[src/rtl/systolic_result_requant.sv]
// systolic_result_requant: captures both 4x4 result tiles on done,
// requantizes to OUT_W with round-half-up/saturation, streams row-major.
module systolic_result_requant #(
  parameter int N     = 4,
  parameter int IN_W  = 16,
  parameter int OUT_W = 8
) (
  input  logic                  clk,
  input  logic                  reset,
  input  logic                  done,
  input  logic [N*N*IN_W-1:0]   res1_flat,
  input  logic [N*N*IN_W-1:0]   res2_flat,
  input  logic [3:0]            shift1,
  input  logic [3:0]            shift2,
  output logic                  flush_req,
  output logic                  busy,
  output logic                  out_valid,
  input  logic                  out_ready,
  output logic [OUT_W-1:0]      out_data1,
  output logic [OUT_W-1:0]      out_data2,
  output logic [1:0]            out_row,
  output logic [1:0]            out_col,
  output logic                  out_last,
  output logic                  drop_err,
  output logic [4:0]            sat_cnt
);

  localparam int RW = $clog2(N);
  localparam int IW = $clog2(N*N);
  localparam int BW = N*N*IN_W;

  localparam logic signed [IN_W:0] MAXV =
    (IN_W+1)'(2**(OUT_W-1)-1);
  localparam logic signed [IN_W:0] MINV =
    (IN_W+1)'(-(2**(OUT_W-1)));
  localparam logic [OUT_W-1:0] MAXO =
    {1'b0, {(OUT_W-1){1'b1}}};
  localparam logic [OUT_W-1:0] MINO =
    {1'b1, {(OUT_W-1){1'b0}}};

  typedef enum logic {IDLE, STREAM} state_e;

  state_e          state_q, state_d;
  logic [IW-1:0]   idx_q, idx_d;
  logic [BW-1:0]   buf1_q, buf1_d;
  logic [BW-1:0]   buf2_q, buf2_d;
  logic [3:0]      sh1_q, sh1_d;
  logic [3:0]      sh2_q, sh2_d;
  logic            flush_q, flush_d;
  logic            drop_q, drop_d;
  logic [4:0]      sat_q, sat_d;

  logic [IN_W-1:0] el1, el2;
  logic [OUT_W:0]  rq1, rq2;
  logic            last;

  // Returns {saturated, value}; the rounding add is one bit
  // wider than the input so large positives cannot wrap.
  function automatic logic [OUT_W:0] rq(
    input logic [IN_W-1:0] x,
    input logic [3:0]      s
  );
    logic [IN_W:0]        rnd;
    logic signed [IN_W:0] w;
    logic signed [IN_W:0] t;
    rnd = '0;
    if (s != 4'd0) rnd[s-4'd1] = 1'b1;
    w = $signed({x[IN_W-1], x}) + $signed(rnd);
    t = w >>> s;
    if (t > MAXV)      rq = {1'b1, MAXO};
    else if (t < MINV) rq = {1'b1, MINO};
    else               rq = {1'b0, t[OUT_W-1:0]};
  endfunction

  always_comb begin
    el1  = buf1_q[idx_q*IN_W +: IN_W];
    el2  = buf2_q[idx_q*IN_W +: IN_W];
    rq1  = rq(el1, sh1_q);
    rq2  = rq(el2, sh2_q);
    last = (state_q == STREAM) &&
           (idx_q == IW'(N*N-1));
  end

  always_comb begin
    state_d = state_q;
    idx_d   = idx_q;
    buf1_d  = buf1_q;
    buf2_d  = buf2_q;
    sh1_d   = sh1_q;
    sh2_d   = sh2_q;
    flush_d = 1'b0;
    drop_d  = drop_q;
    sat_d   = sat_q;
    unique case (state_q)
      IDLE: begin
        if (done) begin
          buf1_d  = res1_flat;
          buf2_d  = res2_flat;
          sh1_d   = shift1;
          sh2_d   = shift2;
          idx_d   = '0;
          flush_d = 1'b1;
          sat_d   = '0;
          state_d = STREAM;
        end
      end
      STREAM: begin
        if (done) drop_d = 1'b1;
        if (out_ready) begin
          idx_d = idx_q + 1'b1;
          sat_d = sat_q + 5'(rq1[OUT_W])
                        + 5'(rq2[OUT_W]);
          if (last) state_d = IDLE;
        end
      end
    endcase
  end

  always_ff @(posedge clk or negedge reset) begin
    if (!reset) begin
      state_q <= IDLE;
      idx_q   <= '0;
      buf1_q  <= '0;
      buf2_q  <= '0;
      sh1_q   <= '0;
      sh2_q   <= '0;
      flush_q <= 1'b0;
      drop_q  <= 1'b0;
      sat_q   <= '0;
    end else begin
      state_q <= state_d;
      idx_q   <= idx_d;
      buf1_q  <= buf1_d;
      buf2_q  <= buf2_d;
      sh1_q   <= sh1_d;
      sh2_q   <= sh2_d;
      flush_q <= flush_d;
      drop_q  <= drop_d;
      sat_q   <= sat_d;
    end
  end

  assign busy      = (state_q == STREAM);
  assign out_valid = busy;
  assign flush_req = flush_q;
  assign drop_err  = drop_q;
  assign sat_cnt   = sat_q;
  assign out_last  = last;
  assign out_data1 = rq1[OUT_W-1:0];
  assign out_data2 = rq2[OUT_W-1:0];
  assign out_row   = 2'(idx_q[IW-1:RW]);
  assign out_col   = 2'(idx_q[RW-1:0]);

endmodule

[config.mk]
export PLATFORM = sky130hd
export DESIGN_NAME = systolic_result_requant
export DESIGN_NICKNAME = d
export VERILOG_FILES = /design/src/rtl/systolic_result_requant.sv
export SDC_FILE = /design/constraint.sdc
export NUM_CORES = 1
export LEC_CHECK = 0
export ABC_AREA = 0
export BUFFER_PORTS_ARGS = -buffer_cell sky130_fd_sc_hd__buf_2
export CAP_MARGIN = 20
export CORE_MARGIN = 1
export CORE_UTILIZATION = 45
export CTS_BUF_LIST = sky130_fd_sc_hd__clkbuf_2
export DETAILED_ROUTE_END_ITERATION = 12
export PLACE_DENSITY = 0.67
export SYNTH_ARGS = -nofsm -noshare
export SYNTH_HDL_FRONTEND = slang
export SYNTH_SLANG_ARGS = --single-unit
[constraint.sdc]
create_clock -name clk -period 9.2 [get_ports clk]
set_input_delay 1.84 -clock clk [delete_from_list [all_inputs] [get_ports clk]]
set_output_delay 1.84 -clock clk [all_outputs]
set_load 0.1 [all_outputs]
==> results of run 1 <==
## Yosys cell counts, types with 4 or more instances
cell type and number:
a21o_1 17, clkbuf_1 147, o211ai_1 8, a21oi_2 6, nor3_1 17, nand4_1 10
o221ai_1 4, ha_1 34, mux2i_1 29, dfrtp_1 532, nand3_1 12, a2111oi_0 5
nor2b_1 8, a21oi_1 47, nand2_1 1612, nor2_1 85, a211o_1 8, o21a_1 5
and2_1 11, buf_2 6, inv_1 18, or3_1 5, mux2_2 7, mux4_2 162
a31oi_1 4, a22o_1 4, nand2b_1 9, xnor2_1 15, o2111a_1 5, a211oi_2 4
xor2_1 13, o21ai_0 54, buf_1 27, a211oi_1 17, o22ai_1 12
## state kept, by name, summed over array words and instances (netlist names)
signal,cells
flush_req,1
sh1_q,4
buf1_q,256
busy,1
idx_q,4
sh2_q,4
drop_err,1
sat_cnt,5
buf2_q,256
## worst max-delay path, stage by stage (launching register included)
cell	delay, ns
dfrtp_4	0.60
buf_12	0.23
buf_4	0.26
mux4_2	0.58
mux4_2	0.51
ha_1	0.37
nor2b_1	0.16
o31a_1	0.29
o21ai_0	0.28
nor2b_1	0.32
xor2_1	0.18
a2111o_1	0.44
a22oi_1	0.33
nand2_1	0.18
or4_1	0.51
nand3b_1	0.10
clkbuf_4	0.33
## path summary, 6_finish.rpt
| path | to | slack [ns] | depth (start not counted) |
|---|---|---|---|
| max | out_data2[1] | 0.32 | 16 |
| min | buf2_q[58]$_DFFE_PN0P_ | 0.44 | 1 |
| max reg2reg | sat_cnt[4]$_DFFE_PN0P_ | 2.76 | 20 |
| min reg2reg | drop_err$_DFFE_PN0P_ | 0.46 | 1 |
| max in group asynchronous | buf1_q[128]$_DFFE_PN0P_ | 7.25 | 2 |
| min in group clk | drop_err$_DFFE_PN0P_ | 0.46 | 1 |
## stage by stage
stage                     area (sq um)  power, mW  hold slack, ns
final                            32500      9.116          0.4359
after global routing             32500      9.599          0.3759
after CTS                        32280      8.968          0.3283
after detailed placement         30970      7.214          0.4482
after global placement           30970      7.200          0.4359
after floorplan                  27520      5.963          0.4403
## layer usage
metal  vias up  global-route usage (%)  wire, um
met5         -                       0        69
li1      11240                       -         -
met1     11820                   43.78     41800
met3       180                   9.801      8875
met2      1070                   45.79     43100
met4        10                   12.06      3302
## power groups by stage
stage / logic, mW / registers, mW / clock network (mW)
2_1_floorplan: 3.06 / 2.90 / 0
3_3_place_gp: 4.19 / 3.01 / 0
3_5_place_dp: 4.21 / 3.01 / 0
4_1_cts: 4.29 / 2.94 / 1.74
5_1_grt: 4.77 / 2.97 / 1.86
6_report: 4.48 / 2.94 / 1.71
## area by class of cell
type / count / area, sq um / share of cell area [%]
diodes: 8 / 20.02 / 0.06159
clock buffers: 190 / 950.9 / 2.926
clock inverters: 45 / 297.8 / 0.9162
inverters: 23 / 93.84 / 0.2887
multi-input cells: 2293 / 13500 / 41.53
flip-flops and latches: 532 / 13330 / 41.00
well taps: 782 / 978.4 / 3.010
repair buffers: 603 / 3338 / 10.27
## cells by family (layout without fill, tap and decap cells)
| kind of cell | after synthesis | count (layout) |
|---|---|---|
| AOI/OAI and AO/OA | 243 | 243 |
| xor gates and xnor gates | 30 | 30 |
| adders and majority gates | 37 | 37 |
| buffers and inverters | 208 | 861 |
| DFF | 532 | 532 |
| muxes | 198 | 198 |
| other | 1 | 10 |
| and+or+nand+nor | 1783 | 1783 |
## timing repair
action                     in CTS  in global routing
cloned                          0                  1
pin swaps                       1                  3
setup buffers                   4                  6
resized for setup               4                 28
setup endpoints to repair      14                 14
==> run_results.csv, run 1 <==
group,metric,value,unit
synthesis,netlist_instances,3032,
timing,finalHoldViolCount,0,
worst_setup_path,cp.arrival,7.04,ns
power,p_leak,17.21,nW
synthesis,netlist_top_cells_area,"dfrtp_1, nand2_1, mux4_2, clkbuf_1, ha_1",
floorplanning,die_w,249.3,um
flow_run,maxCapViolCount,0,
power,power.share.sequential,32.2,%
synthesis,synthMuxAreaShare,14.60,%
cells_and_area,final_common_cell,"nand2_1",
synthesis,synth_top_family_by_area,"simple AND/OR/NAND/NOR gates",
cells_and_area,syn_to_final_growth,18.14,%
synthesis,synth_edf_count,0,
outcome,outcome,"complete, no violations",
worst_setup_path,crit_path_start,"idx_q[0]$_DFFE_PN0P_",
detailed_routing,detail_route.wl_per_cell,21.70,um
cells_and_area,layout.cells.non_filler,4476,
synthesis,netlist_area,27510,sq um
global_routing,grt_pass1_vias,24140,
clock_tree,hold_buffers,0,
floorplanning,die_y,249.3,um
detailed_routing,routed_wl,97.15,mm
power,ir_drop,0.0001675,V
clock_tree,clockBufferDepth,3,
timing,relSlewSlack,7.635,%
clock_tree,htreeDepth,4,
power,pwr_density_cell,280.5,nW/um^2
clock_tree,cts-root-buf,"clkbuf_2",
synthesis,synth_top_area_share,48.39,%
detailed_routing,drc,0,
power,p_sw,4.233,mW
detailed_routing,drtAntennaViolNets,0,
floorplanning,die_area,62140,sq um
timing,setup_slack,0.3216,ns
worst_setup_path,worstSetupEndpointType,"primary output",
detailed_routing,vias,24320,
clock_tree,clk_pin_slew_worst_paths,0.13,ns
synthesis,synth_flop_cell,"dfrtp_1",
placed_design,numPortBuffers,553,
worst_setup_path,required,7.36,ns
worst_setup_path,startpoint_type,"flip-flop",
synthesis,async_flop_share,100.0,%
timing,fmax,0.1126,GHz
global_routing,grt_overflow_total,0,
placed_design,gp_congestion,0.9714,
timing,tightestPinTransition,1.385,ns
global_routing,antenna_found_initial,14,
floorplanning,fp.coreArea,60360,sq um
cells_and_area,fin_util,53.85,%
clock_tree,cts_num_sinks,532,
power,internal_power,4.883,mW
cells_and_area,fill_cells,5701,
floorplanning,ios,554,
worst_setup_path,critical_path_class,"reg2out",
clock_tree,cts_tree,"done",
placed_design,dp.cells,4222,
power,pwr-share-comb,49.1,%
detailed_routing,vias_per_cell,5.433,
floorplanning,rows,90,
cells_and_area,final_cell_mix,"nand2_1, buf_2, dfrtp_1",
synthesis,synth_compound_area_share,6.244,%
timing,fin_tns_setup,0,ns
detailed_routing,drt_iter0_drc,2318,
placed_design,dp_worst_setup_slack,1.063,ns
timing,slew_viol_final,0,
timing,fin_crit_sh,96.50,%
timing,clock_skew,0.09866,ns
worst_hold_path,hold_path_class,"in2async",
cells_and_area,drive_gt1_share,27.59,%
synthesis,ys_ff_latch,532,
cells_and_area,nNetsFinal,4155,
timing,period_needed,8.878,ns
synthesis,yosys_warnings,0,
worst_setup_path,timing.rr.start,"idx_q[0]$_DFFE_PN0P_",
clock_tree,cts_buffers,141,
synthesis,yosys.area_share.simple,25.02,%
detailed_routing,first_pass_iters,5,
global_routing,grt_first_pass_wirelength,145.7,mm
synthesis,synth_fa_ha_area_share,1.764,%
synthesis,ys_types,74,
timing,setup_viol,0,
global_routing,grt_max_degree,214,
global_routing,grtUsageTotal,31.39,%
worst_setup_path,critPathMaxFanout,17,
power,switching_share,46.44,%
clock_tree,clk_latency,1.40,ns
synthesis,ys_seq_area_share,48.39,%
synthesis,avgSynthCellArea,9.075,sq um
power,p_clk_share,18.7,%
placed_design,dp_hpwl,70.86,mm
synthesis,synth-xor-area-share,1.010,%
synthesis,yosysTopAreaCell,"dfrtp_1",
floorplanning,start_util,45.58,%
Power figures use the tool's default switching activity.
==> run 2: changes to the inputs <==
- ABC_AREA: 0 -> 1
- PLACE_DENSITY: 0.67 -> 0.7
- SLEW_MARGIN: not set -> 20
- clock period: 9.2 -> 7.1 ns (I/O delays scaled with it)
==> run_results.csv, run 2 <==
group,metric,value,unit
global_routing,antenna_found_initial,9,
synthesis,synth_top_family_by_area,"simple AND/OR/NAND/NOR gates",
cells_and_area,multi_input_area,13980,sq um
global_routing,grt_pass1_vias,27510,
synthesis,avgSynthCellArea,7.121,sq um
cells_and_area,design_area,34530,sq um
cells_and_area,ff_latch_area,13330,sq um
global_routing,grt_first_pass_wirelength,158.7,mm
timing,hold_ws,0.2336,ns
cells_and_area,final_cell_mix,"nand2_1, buf_2, dfrtp_1",
timing,relSlewSlack,22.43,%
cells_and_area,nNetsFinal,5068,
synthesis,ys_seq_area_share,47.04,%
placed_design,dp_hpwl,69.33,mm
cells_and_area,drive_gt1_share,22.10,%
power,power.share.sequential,28.5,%
timing,fin_tns_setup,0,ns
cells_and_area,fill_cells,6122,
clock_tree,cts_num_sinks,532,
worst_hold_path,hold_path_class,"in2reg",
timing,slew_viol_final,0,
power,p_clk_share,11.4,%
detailed_routing,vias,29480,
global_routing,grt_max_degree,205,
synthesis,yosys_warnings,0,
placed_design,gp_congestion,0.9327,
detailed_routing,detail_route.wl_per_cell,19.57,um
placed_design,numPortBuffers,553,
power,switching_share,51.47,%
clock_tree,cts-root-buf,"clkbuf_2",
synthesis,netlist_top_cells_area,"dfrtp_1, nand2_1, o21ai_0, nor2_1, nand3_1",
timing,period_needed,7.030,ns
global_routing,grtUsageTotal,32.75,%
timing,finalHoldViolCount,0,
worst_setup_path,worstSetupEndpointType,"primary output",
placed_design,dpl_cell_area,31900,sq um
detailed_routing,vias_per_cell,5.427,
detailed_routing,routed_wl,106.3,mm
cells_and_area,syn_to_final_growth,22.03,%
clock_tree,clockBufferDepth,3,
floorplanning,die_w,252.8,um
floorplanning,ios,554,
synthesis,ys_ff_latch,532,
synthesis,synth_most_common_cell,"nand2_1",
clock_tree,cts_buffers,142,
timing,clock_skew,0.1440,ns
power,p_leak,18.88,nW
synthesis,netlist_instances,3974,
flow_run,maxCapViolCount,0,
floorplanning,die_area,63900,sq um
floorplanning,die_y,252.8,um
global_routing,grt_overflow_total,0,
timing,setup_slack,0.07008,ns
clock_tree,clk_pin_slew_worst_paths,0.12,ns
worst_setup_path,startpoint_type,"flip-flop",
detailed_routing,drt_iter0_drc,3295,
synthesis,synth_flop_cell,"dfrtp_1",
placed_design,dp_worst_setup_slack,1.057,ns
worst_setup_path,cp.arrival,5.61,ns
power,p_sw,9.740,mW
timing,tightestPinTransition,1.164,ns
power,ir_drop,0.0003559,V
worst_setup_path,required,5.68,ns
placed_design,dp.cells,5156,
worst_setup_path,critical_path_class,"reg2out",
floorplanning,rows,91,
synthesis,yosys.area_share.simple,34.26,%
power,pwr-share-comb,60.1,%
synthesis,async_flop_share,100.0,%
detailed_routing,drtAntennaViolNets,0,
synthesis,synthMuxAreaShare,0.1061,%
synthesis,netlist_area,28300,sq um
floorplanning,start_util,45.69,%
worst_setup_path,slowest_delay,0.51,ns
synthesis,synth-xor-area-share,0.4023,%
clock_tree,cts_tree,"done",
power,total_power,18.92,mW
power,pwr_density_cell,548.0,nW/um^2
synthesis,netlist_top_cells_count,"nand2_1, dfrtp_1, o21ai_0",
worst_setup_path,crit_top_cell,"nand2_1",
worst_setup_path,critPathMaxFanout,22,
worst_setup_path,slowest_stage,"dfrtp_4",
clock_tree,htreeDepth,4,
timing,fin_crit_sh,99.01,%
synthesis,synth_edf_count,0,
synthesis,synth_compound_area_share,10.73,%
cells_and_area,final_common_cell,"nand2_1",
timing,fmax,0.1422,GHz
outcome,outcome,"complete, no violations",
timing,rsz0062_at_grt,"yes",
synthesis,ys_types,39,
timing,setup_viol,0,
cells_and_area,fin_util,55.75,%
power,internal_power,9.184,mW
clock_tree,clk_latency,1.38,ns
synthesis,yosysTopAreaCell,"dfrtp_1",
cells_and_area,layout.cells.non_filler,5432,
detailed_routing,drc,0,
detailed_routing,first_pass_iters,6,
synthesis,synth_fa_ha_area_share,1.715,%
floorplanning,fp.coreArea,61940,sq um
synthesis,synth_top_area_share,47.04,%
[run 2: changes by cell type after synthesis, moves of 26 or more]
cell	before	now
clkbuf_1	147	225
o221ai_1	4	91
inv_1	18	149
nand3_1	12	204
mux4_2	162	0
o21ai_0	54	298
o211ai_1	8	35
mux2i_1	29	3
nor2_1	85	297
nand2_1	1612	1892
[run 2: what timing repair did]
item / in CTS / in global routing
setup endpoints to repair: 14 / 14
buffers inserted: 19 / 8
hold buffers: 1 / 0
pin swaps: 19 / 33
cloned: 12 / 4
gates resized for setup: 70 / 114
hold endpoints to repair: 9 / 0
[run 2: logic make-up after synthesis]
group | count (synthesis)
simple gates | 2461
other cells | 1
buf+inv | 419
xor+xnor | 13
fa+ha+maj | 37
compound gates | 508
flops | 532
mux | 3
[run 2: metal layers]
metal	track usage, %	vias up	wire (um)
li1	-	13880	-
met1	46.84	13900	45730
met2	48.17	1473	47200
met3	6.024	213	9759
met4	14.86	8	3555
met5	0	-	57
[run 2: path summary, 6_finish.rpt]
check                                     endpoint  cells past startpoint  slack, ns               startpoint
max                                   out_data2[0]                     30       0.07     idx_q[0]$_DFFE_PN0P_
min in group asynchronous  buf1_q[129]$_DFFE_PN0P_                      2       0.68                    reset
max reg2reg                 sat_cnt[4]$_DFFE_PN0P_                     37       1.72     idx_q[0]$_DFFE_PN0P_
min                        buf1_q[116]$_DFFE_PN0P_                      3       0.23           res1_flat[116]
min reg2reg                buf1_q[220]$_DFFE_PN0P_                      2       0.47  buf1_q[220]$_DFFE_PN0P_
max in group asynchronous    buf2_q[2]$_DFFE_PN0P_                      3       4.81                    reset
[run 2: power groups by stage]
stage	Sequential (mW)	Combinational [mW]	Clock, mW
floorplan	5.25	6.92	0
global placement	5.39	9.92	0
detailed placement	5.41	10.0	0
CTS	5.36	10.7	2.20
global route	5.56	12.4	2.34
finish	5.40	11.4	2.15
[run 2: final cells by class]
class | instances | share of cell area [%]
timing repair inverter | 4 | 0.1087
tap | 837 | 3.033
inverter | 164 | 1.920
multi-input combinational | 3024 | 40.48
clock inverter | 26 | 0.5725
timing repair buffer | 639 | 12.36
clock buffer | 200 | 2.899
antenna | 6 | 0.04348
sequential | 532 | 38.59
[run 2: critical path, delay by kind of cell (launching register included)]
family                   cells  cell delay, ns
flip-flops                   1            0.51
adder cells (fa/ha/maj)      1            0.29
AND/OR/NAND/NOR             20            1.74
AO/OA/AOI/OAI                4            0.91
buffers and inverters        5            0.84
